### src/rtl/spi_ram_burst_if.sv
// Bus between the SPI slave and the burst RAM: command words in,
// read data out through a valid/ready handshake, plus sticky error flags.
interface spi_ram_burst_if #(
    parameter int MEM_WIDTH = 8
);
    logic                 rx_valid;
    logic [MEM_WIDTH+1:0] din;
    logic                 tx_ready;
    logic                 clr_err;
    logic [MEM_WIDTH-1:0] dout;
    logic                 tx_valid;
    logic                 overrun;
    logic                 addr_err;

    // SPI slave side: issues commands, consumes read data.
    modport master (
        output rx_valid, din, tx_ready, clr_err,
        input  dout, tx_valid, overrun, addr_err
    );

    // RAM side: decodes commands, produces read data.
    modport slave (
        input  rx_valid, din, tx_ready, clr_err,
        output dout, tx_valid, overrun, addr_err
    );
endinterface

### src/rtl/spi_ram_burst.sv
// Command-decoded single-port RAM behind an SPI slave. Separate write and
// read pointers (optionally auto-incrementing with wrap at MEM_DEPTH-1),
// a two-state transmit holder with back-pressure, and sticky overrun /
// address-error flags. MEM_DEPTH need not be a power of two.
module spi_ram_burst #(
    parameter int MEM_WIDTH = 8,
    parameter int ADDR_SIZE = 8,
    parameter int MEM_DEPTH = 256,
    parameter bit AUTO_INC  = 1'b1
) (
    input logic            clk,
    input logic            rst_n,
    spi_ram_burst_if.slave bus
);

    // Index width actually needed to address MEM_DEPTH words; pointer
    // values never exceed MEM_DEPTH-1, so the upper pointer bits are zero.
    localparam int IDX_W = (MEM_DEPTH > 1) ? $clog2(MEM_DEPTH) : 1;
    // Wide enough for both the payload and a pointer.
    localparam int PW    = (MEM_WIDTH > ADDR_SIZE) ? MEM_WIDTH : ADDR_SIZE;
    localparam logic [ADDR_SIZE-1:0] LAST_PTR = ADDR_SIZE'(MEM_DEPTH - 1);

    typedef enum logic [1:0] {
        CMD_SET_WR = 2'b00,
        CMD_WRITE  = 2'b01,
        CMD_SET_RD = 2'b10,
        CMD_READ   = 2'b11
    } cmd_e;

    typedef enum logic {
        TX_IDLE = 1'b0,
        TX_PEND = 1'b1
    } tx_state_e;

    // Storage
    logic [MEM_WIDTH-1:0] mem [0:MEM_DEPTH-1];

    // State and registered outputs
    tx_state_e            state_q,    state_d;
    logic [ADDR_SIZE-1:0] wr_ptr_q,   wr_ptr_d;
    logic [ADDR_SIZE-1:0] rd_ptr_q,   rd_ptr_d;
    logic [MEM_WIDTH-1:0] dout_q,     dout_d;
    logic                 tx_valid_q, tx_valid_d;
    logic                 overrun_q,  overrun_d;
    logic                 addr_err_q, addr_err_d;

    // Decoded command fields
    cmd_e                 cmd;
    logic [MEM_WIDTH-1:0] payload;
    logic [PW-1:0]        payload_ext;
    logic [ADDR_SIZE-1:0] payload_ptr;
    logic                 payload_in_range;

    // Per-cycle events
    logic                 mem_we;
    logic                 read_accept;
    logic                 overrun_set;
    logic                 addr_err_set;

    // Post-increment with wrap at the last valid word.
    function automatic logic [ADDR_SIZE-1:0] ptr_inc(input logic [ADDR_SIZE-1:0] p);
        return (p == LAST_PTR) ? '0 : p + ADDR_SIZE'(1);
    endfunction

    assign cmd         = cmd_e'(bus.din[MEM_WIDTH+1:MEM_WIDTH]);
    assign payload     = bus.din[MEM_WIDTH-1:0];
    assign payload_ext = PW'(payload);
    assign payload_ptr = payload_ext[ADDR_SIZE-1:0];
    // Compare in one extra bit so MEM_DEPTH == 2^ADDR_SIZE does not overflow;
    // payload bits above the pointer width take part in the check.
    assign payload_in_range = ({1'b0, payload_ext} < (PW + 1)'(MEM_DEPTH));

    // Command decode, transmit handshake and sticky-flag next state.
    always_comb begin
        // NOTE: every variable gets a default first so no path leaves it
        // unassigned, which would infer a latch.
        state_d      = state_q;
        wr_ptr_d     = wr_ptr_q;
        rd_ptr_d     = rd_ptr_q;
        dout_d       = dout_q;
        mem_we       = 1'b0;
        read_accept  = 1'b0;
        overrun_set  = 1'b0;
        addr_err_set = 1'b0;

        if (bus.rx_valid) begin
            unique case (cmd)
                CMD_SET_WR: begin
                    if (payload_in_range) wr_ptr_d = payload_ptr;
                    else                  addr_err_set = 1'b1;
                end
                CMD_WRITE: begin
                    mem_we = 1'b1;
                    if (AUTO_INC) wr_ptr_d = ptr_inc(wr_ptr_q);
                end
                CMD_SET_RD: begin
                    if (payload_in_range) rd_ptr_d = payload_ptr;
                    else                  addr_err_set = 1'b1;
                end
                CMD_READ: begin
                    // A pending word may be replaced only in the same cycle
                    // the slave takes it; otherwise the read is lost.
                    if (state_q == TX_IDLE || bus.tx_ready) read_accept = 1'b1;
                    else                                    overrun_set = 1'b1;
                end
            endcase
        end

        if (read_accept) begin
            dout_d  = mem[rd_ptr_q[IDX_W-1:0]];
            state_d = TX_PEND;
            if (AUTO_INC) rd_ptr_d = ptr_inc(rd_ptr_q);
        end else if (state_q == TX_PEND && bus.tx_ready) begin
            state_d = TX_IDLE;
        end

        tx_valid_d = (state_d == TX_PEND);
        // Set has priority over clear when both happen in one cycle.
        overrun_d  = (overrun_q  & ~bus.clr_err) | overrun_set;
        addr_err_d = (addr_err_q & ~bus.clr_err) | addr_err_set;
    end

    // Transmit FSM, pointers, registered outputs and flags.
    always_ff @(posedge clk or negedge rst_n) begin
        // NOTE: sequential state uses non-blocking assignments so every flop
        // samples pre-edge values regardless of statement order.
        if (!rst_n) begin
            state_q    <= TX_IDLE;
            wr_ptr_q   <= '0;
            rd_ptr_q   <= '0;
            dout_q     <= '0;
            tx_valid_q <= 1'b0;
            overrun_q  <= 1'b0;
            addr_err_q <= 1'b0;
        end else begin
            state_q    <= state_d;
            wr_ptr_q   <= wr_ptr_d;
            rd_ptr_q   <= rd_ptr_d;
            dout_q     <= dout_d;
            tx_valid_q <= tx_valid_d;
            overrun_q  <= overrun_d;
            addr_err_q <= addr_err_d;
        end
    end

    // Memory write port.
    always_ff @(posedge clk) begin
        // NOTE: the array has no reset so it maps onto RAM and keeps its
        // contents across rst_n.
        if (mem_we) mem[wr_ptr_q[IDX_W-1:0]] <= payload;
    end

    assign bus.dout     = dout_q;
    assign bus.tx_valid = tx_valid_q;
    assign bus.overrun  = overrun_q;
    assign bus.addr_err = addr_err_q;

endmodule

### src/flat_wrapper.sv
// flat-port wrapper written by rule: the top's interface ports become plain ports
module spi_ram_burst_flat 
#(
    parameter int MEM_WIDTH = 8,
    parameter int ADDR_SIZE = 8,
    parameter int MEM_DEPTH = 256,
    parameter bit AUTO_INC  = 1'b1
)
  (clk, rst_n, bus_rx_valid, bus_din, bus_tx_ready, bus_clr_err, bus_dout, bus_tx_valid, bus_overrun, bus_addr_err);
  spi_ram_burst_if #(.MEM_WIDTH(MEM_WIDTH)) bus_i ();
  input logic clk;
  input logic rst_n;
  input wire logic [$bits(bus_i.rx_valid)-1:0] bus_rx_valid;
  input wire logic [$bits(bus_i.din)-1:0] bus_din;
  input wire logic [$bits(bus_i.tx_ready)-1:0] bus_tx_ready;
  input wire logic [$bits(bus_i.clr_err)-1:0] bus_clr_err;
  output wire logic [$bits(bus_i.dout)-1:0] bus_dout;
  output wire logic [$bits(bus_i.tx_valid)-1:0] bus_tx_valid;
  output wire logic [$bits(bus_i.overrun)-1:0] bus_overrun;
  output wire logic [$bits(bus_i.addr_err)-1:0] bus_addr_err;
  assign bus_i.rx_valid = bus_rx_valid;
  assign bus_i.din = bus_din;
  assign bus_i.tx_ready = bus_tx_ready;
  assign bus_i.clr_err = bus_clr_err;
  assign bus_dout = bus_i.dout;
  assign bus_tx_valid = bus_i.tx_valid;
  assign bus_overrun = bus_i.overrun;
  assign bus_addr_err = bus_i.addr_err;
  spi_ram_burst #(.MEM_WIDTH(MEM_WIDTH), .ADDR_SIZE(ADDR_SIZE), .MEM_DEPTH(MEM_DEPTH), .AUTO_INC(AUTO_INC)) u_core (.clk(clk), .rst_n(rst_n), .bus(bus_i));
endmodule
### config.mk
export PLATFORM = sky130hd
export DESIGN_NAME = spi_ram_burst_flat
export DESIGN_NICKNAME = d
export VERILOG_FILES = /design/src/rtl/spi_ram_burst_if.sv /design/src/rtl/spi_ram_burst.sv /design/src/flat_wrapper.sv
export SDC_FILE = /design/constraint.sdc
export NUM_CORES = 2
export LEC_CHECK = 0
export CORE_UTILIZATION = 66
export CTS_BUF_LIST = sky130_fd_sc_hd__clkbuf_2 sky130_fd_sc_hd__clkbuf_4 sky130_fd_sc_hd__clkbuf_8
export DETAILED_ROUTE_END_ITERATION = 7
export GPL_TIMING_DRIVEN = 1
export PLACE_DENSITY_LB_ADDON = 0.05
export SYNTH_ARGS = -nofsm -noshare
export SYNTH_HDL_FRONTEND = slang
export SYNTH_SLANG_ARGS = --single-unit
export TNS_END_PERCENT = 50
### constraint.sdc
create_clock -name clk -period 3.1 [get_ports clk]
set_input_delay 0.465 -clock clk [delete_from_list [all_inputs] [get_ports clk]]
set_output_delay 0.465 -clock clk [all_outputs]
set_load 0.1 [all_outputs]
Word level (Yosys, flattened, before mapping). Memory sizes are Yosys's and may differ from the RTL's. A register that Yosys moved wholly into a read port is not among the register bits. Index checks and enable logic that the tools add are counted.

Register bits after elaboration: 19. RAM bits: 2048. Bits of input ports: 15. Output and inout bits: 11. Memories kept: 1.

Memories: u_core.mem (words 256, bits a word 8, rd ports 1, clocked after Yosys merged registers in 1, write ports 1, RTL line spi_ram_burst.sv:36) `logic [MEM_WIDTH-1:0] mem [0:MEM_DEPTH-1];`.

Add/sub/neg operators: 2. Equal/unequal tests: 5. Mux-type cells: 18. Bitwise gates (word level): 5. Reductions and logical operators: 10.

Operator list (number): 8-bit two-way mux (5); 8-bit by 1-bit adder with 8-bit output, second input constant (2); 8-bit equality test, second input constant (2); 8-bit case mux with 2 select lines (1); 1-bit two-way mux (12); 2-bit nonzero test (4); 2-bit equality test, second input constant (2); 2-bit AND reduction (2); 1-bit AND (2); 2-bit by 1-bit equality test with 1-bit output, second input constant (1); 2-bit logical NOT (1); 1-bit NOT (2); 1-bit logical AND (1); 1-bit logical NOT (1); 1-bit logical OR (1); 1-bit bitwise OR (1).

Depth between registers and ports, before layout.
Word-level depth: 7. Depth in mapped cells: 13. Gate-level depth less buffers: 7.

Least setup slack after synthesis. OpenSTA, ideal clock, no wires.

Path kind: input port to flip-flop. Start point: input port bus_rx_valid. End point: memory u_core.mem[161][0], enable pin. Arrival time: 2.395 ns. Required time: 2.717 ns. Slack: 0.321 ns. Stages on the path: 8. Buffers on the path: 3. Path through: nor2b_1 -> clkbuf_1 -> and2_1 -> clkbuf_1 -> clkbuf_1 -> and3_1 -> nand2_1 -> nor3_1.

Word-level cells in the longest chain between the ends: 3.

Ends and longest elaborated chain: start: declaration (RTL line flat_wrapper.sv:13) `input wire logic [$bits(bus_i.rx_valid)-1:0] bus_rx_valid;`; 1-bit two-way mux (RTL line spi_ram_burst.sv:86) `if (bus.rx_valid) begin`; 1-bit two-way mux (RTL line spi_ram_burst.sv:150) `if (mem_we) mem[wr_ptr_q[IDX_W-1:0]] <= payload;`; 1-bit two-way mux (not written as such) (RTL line spi_ram_burst.sv:150); end: declaration (RTL line spi_ram_burst.sv:36).

Every way passes these cells.

==> flow_summary.ini <==
[setup_path]
critPathMaxStageDelay_ps = 520
worst_path_max_delay_cell = dfrtp_4
crit_path_end_kind = flop
cp-start-kind = flop
reg2regPathDepth = 11
critical_path.max_fanout = 23
crit_type = flop to flop
path_delay_family = compound AO/OA/AOI/OAI gates
timing.rr.end = u_core.bus.dout[1]
crit_buf_inv = 4
reg2reg_from = u_core.rd_ptr_q[0]
crit_required_ps = 4010
cp_common_cell = buf_12
cp.arrival_ps = 4010
path_cells = buf_12 > buf_12 > buf_12 > mux4_2 > nand2_1 > a21oi_1 > a2111oi_1 > buf_4 > a2111oi_0 > nand4_1 > nand3_1
crit_cells = 11
reg2reg_slack_ps = 8

[timing]
clock_skew_ps = 52.2
hold_viol = 0
fmax_mhz = 323
fin_crit_ps = 3090
layout_setup_ws_ps = 8.27
drv_slew = 0
tightestPinTransition_ps = 1090
relSlewSlack = 0.273
rsz0062_at_grt = yes
post-route-period-util = 0.997
finalSetupViolations = 0

[drt]
wl_per_cell_um = 31.1
drc = 0
drtPass1Iterations = 6
num_vias = 44931
routed_wl_um = 210000
detail-route-antenna-nets = 0
viasPerCell = 6.66
dr.first_iter.drc_count = 6349

[clock_network]
clkLatencyLatePin_ps = 1020
numCtsBuffers = 332
cts_sinks = 2075
cts.reportedPaths.clkPinSlew_ps = 60
postCtsSetupBuffers = 0
clk_path_buf_depth = 4
root_buffer = clkbuf_8
htreeDepth = 5
cts_tree = done

[synthesis]
postSynthCellCount = 4175
ys_ff_latch = 2075
yosys.area_share.simple = 0.0319
synth_top_family_by_area = multiplexers
synth.yosys.seq_area_share = 0.763
yosysTopAreaCell = edfxtp_1
ys_types = 64
yosys.area_share.adder = 0.000768
synth_warnings = 0
muxShareOfSynthArea = 0.141
synth_most_common_cell = edfxtp_1
synth_nets = 4195
synth_area_leaders = edfxtp_1 (75%), mux4_2 (8.5%), mux2i_1 (5.0%)
synthTopCellsByCount = edfxtp_1 (2,048), mux2i_1 (408), mux4_2 (308), nor2_1 (288), nand2_1 (131)
synth_top_area_frac = 0.755
syn_avg_cell_area_um2 = 19.5
synth-xor-area-share = 0
ys.flop_type = edfxtp_1
synth_enable_flop_cells = 2048
synth_area_um2 = 81500
synth_compound_area_frac = 0.0427
async_reset_ff_frac = 0.0130

[power]
p_seq_frac = 0.512
ir_worst_vdd_mv = 0.823
switching_share = 0.248
power.internal_w = 0.0459
switchingPower_w = 0.0151
p_clk_frac = 0.364
p_leak_nw = 31.4
design_power_total_w = 0.0610
p_comb_frac = 0.124
p_per_area_nw_per_um2 = 649

[min_path]
hold_path_end = u_core.mem[5][5]
hp-class = primary input to flop
min_from = bus_din[5]
hold_depth = 1

[place]
io_buffer_count = 25
hpwl_um = 133000
gp_congestion = 0.928
dp_slack_ps = -269

[global_route]
grt_start_max_net_pins = 93
overflow = 0
antenna_found_initial = 9
grt_usage = 0.341
grt_pass1_wl_um = 302000
grt_pass1_vias = 44634

[final_layout]
fillers = 6697
synthToLayoutAreaGrowth_pct = 15.4
fin_util = 0.771
drive_gt1_frac = 0.286
fin_nets = 4904

[die]
initial_core_util = 0.668
die-width_um = 353
core_um2 = 122000
ios = 26
row_count = 128
die_y_um = 353
die_area_um2 = 125000

[status]
status = finished, final reports clean

[run]
cap_violations = 0
==> flip-flops by register name (all words and copies together) (netlist names) <==
register	count
u_core.mem	2048
u_core.state_q	1
u_core.bus.overrun	1
u_core.rd_ptr_q	8
u_core.bus.dout	8
u_core.bus.addr_err	1
u_core.wr_ptr_q	8
==> final cells by class <==
type | instances | area [µm²] | share of cell area
antenna | 4 | 10.0 | 0.000106
sequential | 2075 | 62200 | 0.661
timing repair buffer | 632 | 5770 | 0.0614
inverter | 10 | 40.0 | 0.000426
clock inverter | 136 | 791 | 0.00841
multi-input combinational | 1833 | 17800 | 0.189
tap | 1625 | 2030 | 0.0216
clock buffer | 433 | 5400 | 0.0574
==> layout by cell type, fill, tap and decap left out, types with 8 or more instances in the layout <==
cell type | netlist | routed
mux4_1 | 17 | 17
o21ai_0 | 74 | 72
mux2i_1 | 408 | 407
clkbuf_8 | 0 | 350
inv_1 | 10 | 8
and2_1 | 8 | 8
nand3_1 | 42 | 34
a21oi_1 | 68 | 65
a211oi_1 | 37 | 37
a221oi_1 | 30 | 30
nor2b_1 | 15 | 11
a22oi_1 | 38 | 38
nand3_2 | 0 | 8
a211o_1 | 10 | 10
buf_4 | 29 | 535
bufinv_16 | 0 | 8
nor4_1 | 18 | 14
clkinv_1 | 0 | 87
nand2_1 | 131 | 127
nor3_1 | 43 | 42
nor2_1 | 288 | 286
dfrtp_1 | 27 | 22
nand4_1 | 13 | 13
edfxtp_1 | 2048 | 2048
mux4_2 | 308 | 308
clkbuf_4 | 0 | 89
o221ai_1 | 60 | 56
a22o_1 | 9 | 9
and3_1 | 12 | 12
clkinv_2 | 0 | 35
o22ai_1 | 115 | 115
o221ai_2 | 4 | 8
buf_12 | 11 | 73
==> worst max path at each step <==
stage          slack [ps]                 end               start
6_report                8  u_core.bus.dout[1]  u_core.rd_ptr_q[0]
5_1_grt               -10  u_core.bus.dout[5]  u_core.rd_ptr_q[0]
4_1_cts               -40  u_core.bus.dout[7]  u_core.rd_ptr_q[0]
3_5_place_dp         -270  u_core.bus.dout[7]  u_core.rd_ptr_q[0]
3_3_place_gp         -320  u_core.bus.dout[7]          bus_din[8]
2_1_floorplan         320  u_core.mem[161][0]        bus_rx_valid
==> per-stage QoR <==
stage	hold slack, ps	instances	area, µm²	TNS [ps]
2_1_floorplan	169	4175	81500	0
3_3_place_gp	495	6168	87600	-1000
3_5_place_dp	509	6168	87600	-1060
4_1_cts	37.7	6744	93900	-38.9
5_1_grt	69.4	6746	94000	-25.7
6_report	89.5	6748	94100	0
==> per-layer routing <==
metal | up-vias | wire (µm) | global-route usage
li1 | 18629 | - | -
met1 | 23029 | 80600 | 0.500
met2 | 2867 | 97800 | 0.511
met3 | 402 | 24600 | 0.0805
met4 | 4 | 6840 | 0.121
met5 | - | 27 | 0
==> power groups by stage <==
stage	Combinational (W)	Clock (W)	Sequential, W
floorplan	0.00421	0	0.0319
global placement	0.00735	0	0.0318
detailed placement	0.00742	0	0.0318
CTS	0.00748	0.0224	0.0312
global route	0.00787	0.0236	0.0312
finish	0.00758	0.0222	0.0312
==> worst reg2reg max path, delay by kind of cell, from the launching register on <==
family	cells	cell delay (ps)
compound gates	3	780
mux	1	330
simple gates	3	620
flops	1	520
buf+inv	4	780
==> kinds of logic (layout without fill, tap and decap cells) <==
group	count (synthesis)	in the layout
flip-flops	2075	2075
multiplexers	733	733
AND/OR/NAND/NOR	595	595
AO/OA/AOI/OAI	500	500
buffers and inverters	267	1211
adder cells (fa/ha/maj)	5	5
other	0	4
==> timing repair <==
item / 4_1_cts / 5_1_grt
endpoints found under the setup margin: 6 / 7
hold endpoints to repair: 233 / 0
pin swaps: 1 / 2
gates resized for setup: 13 / 22
hold buffers: 7 / 0
(Power assumes the default switching activity.)
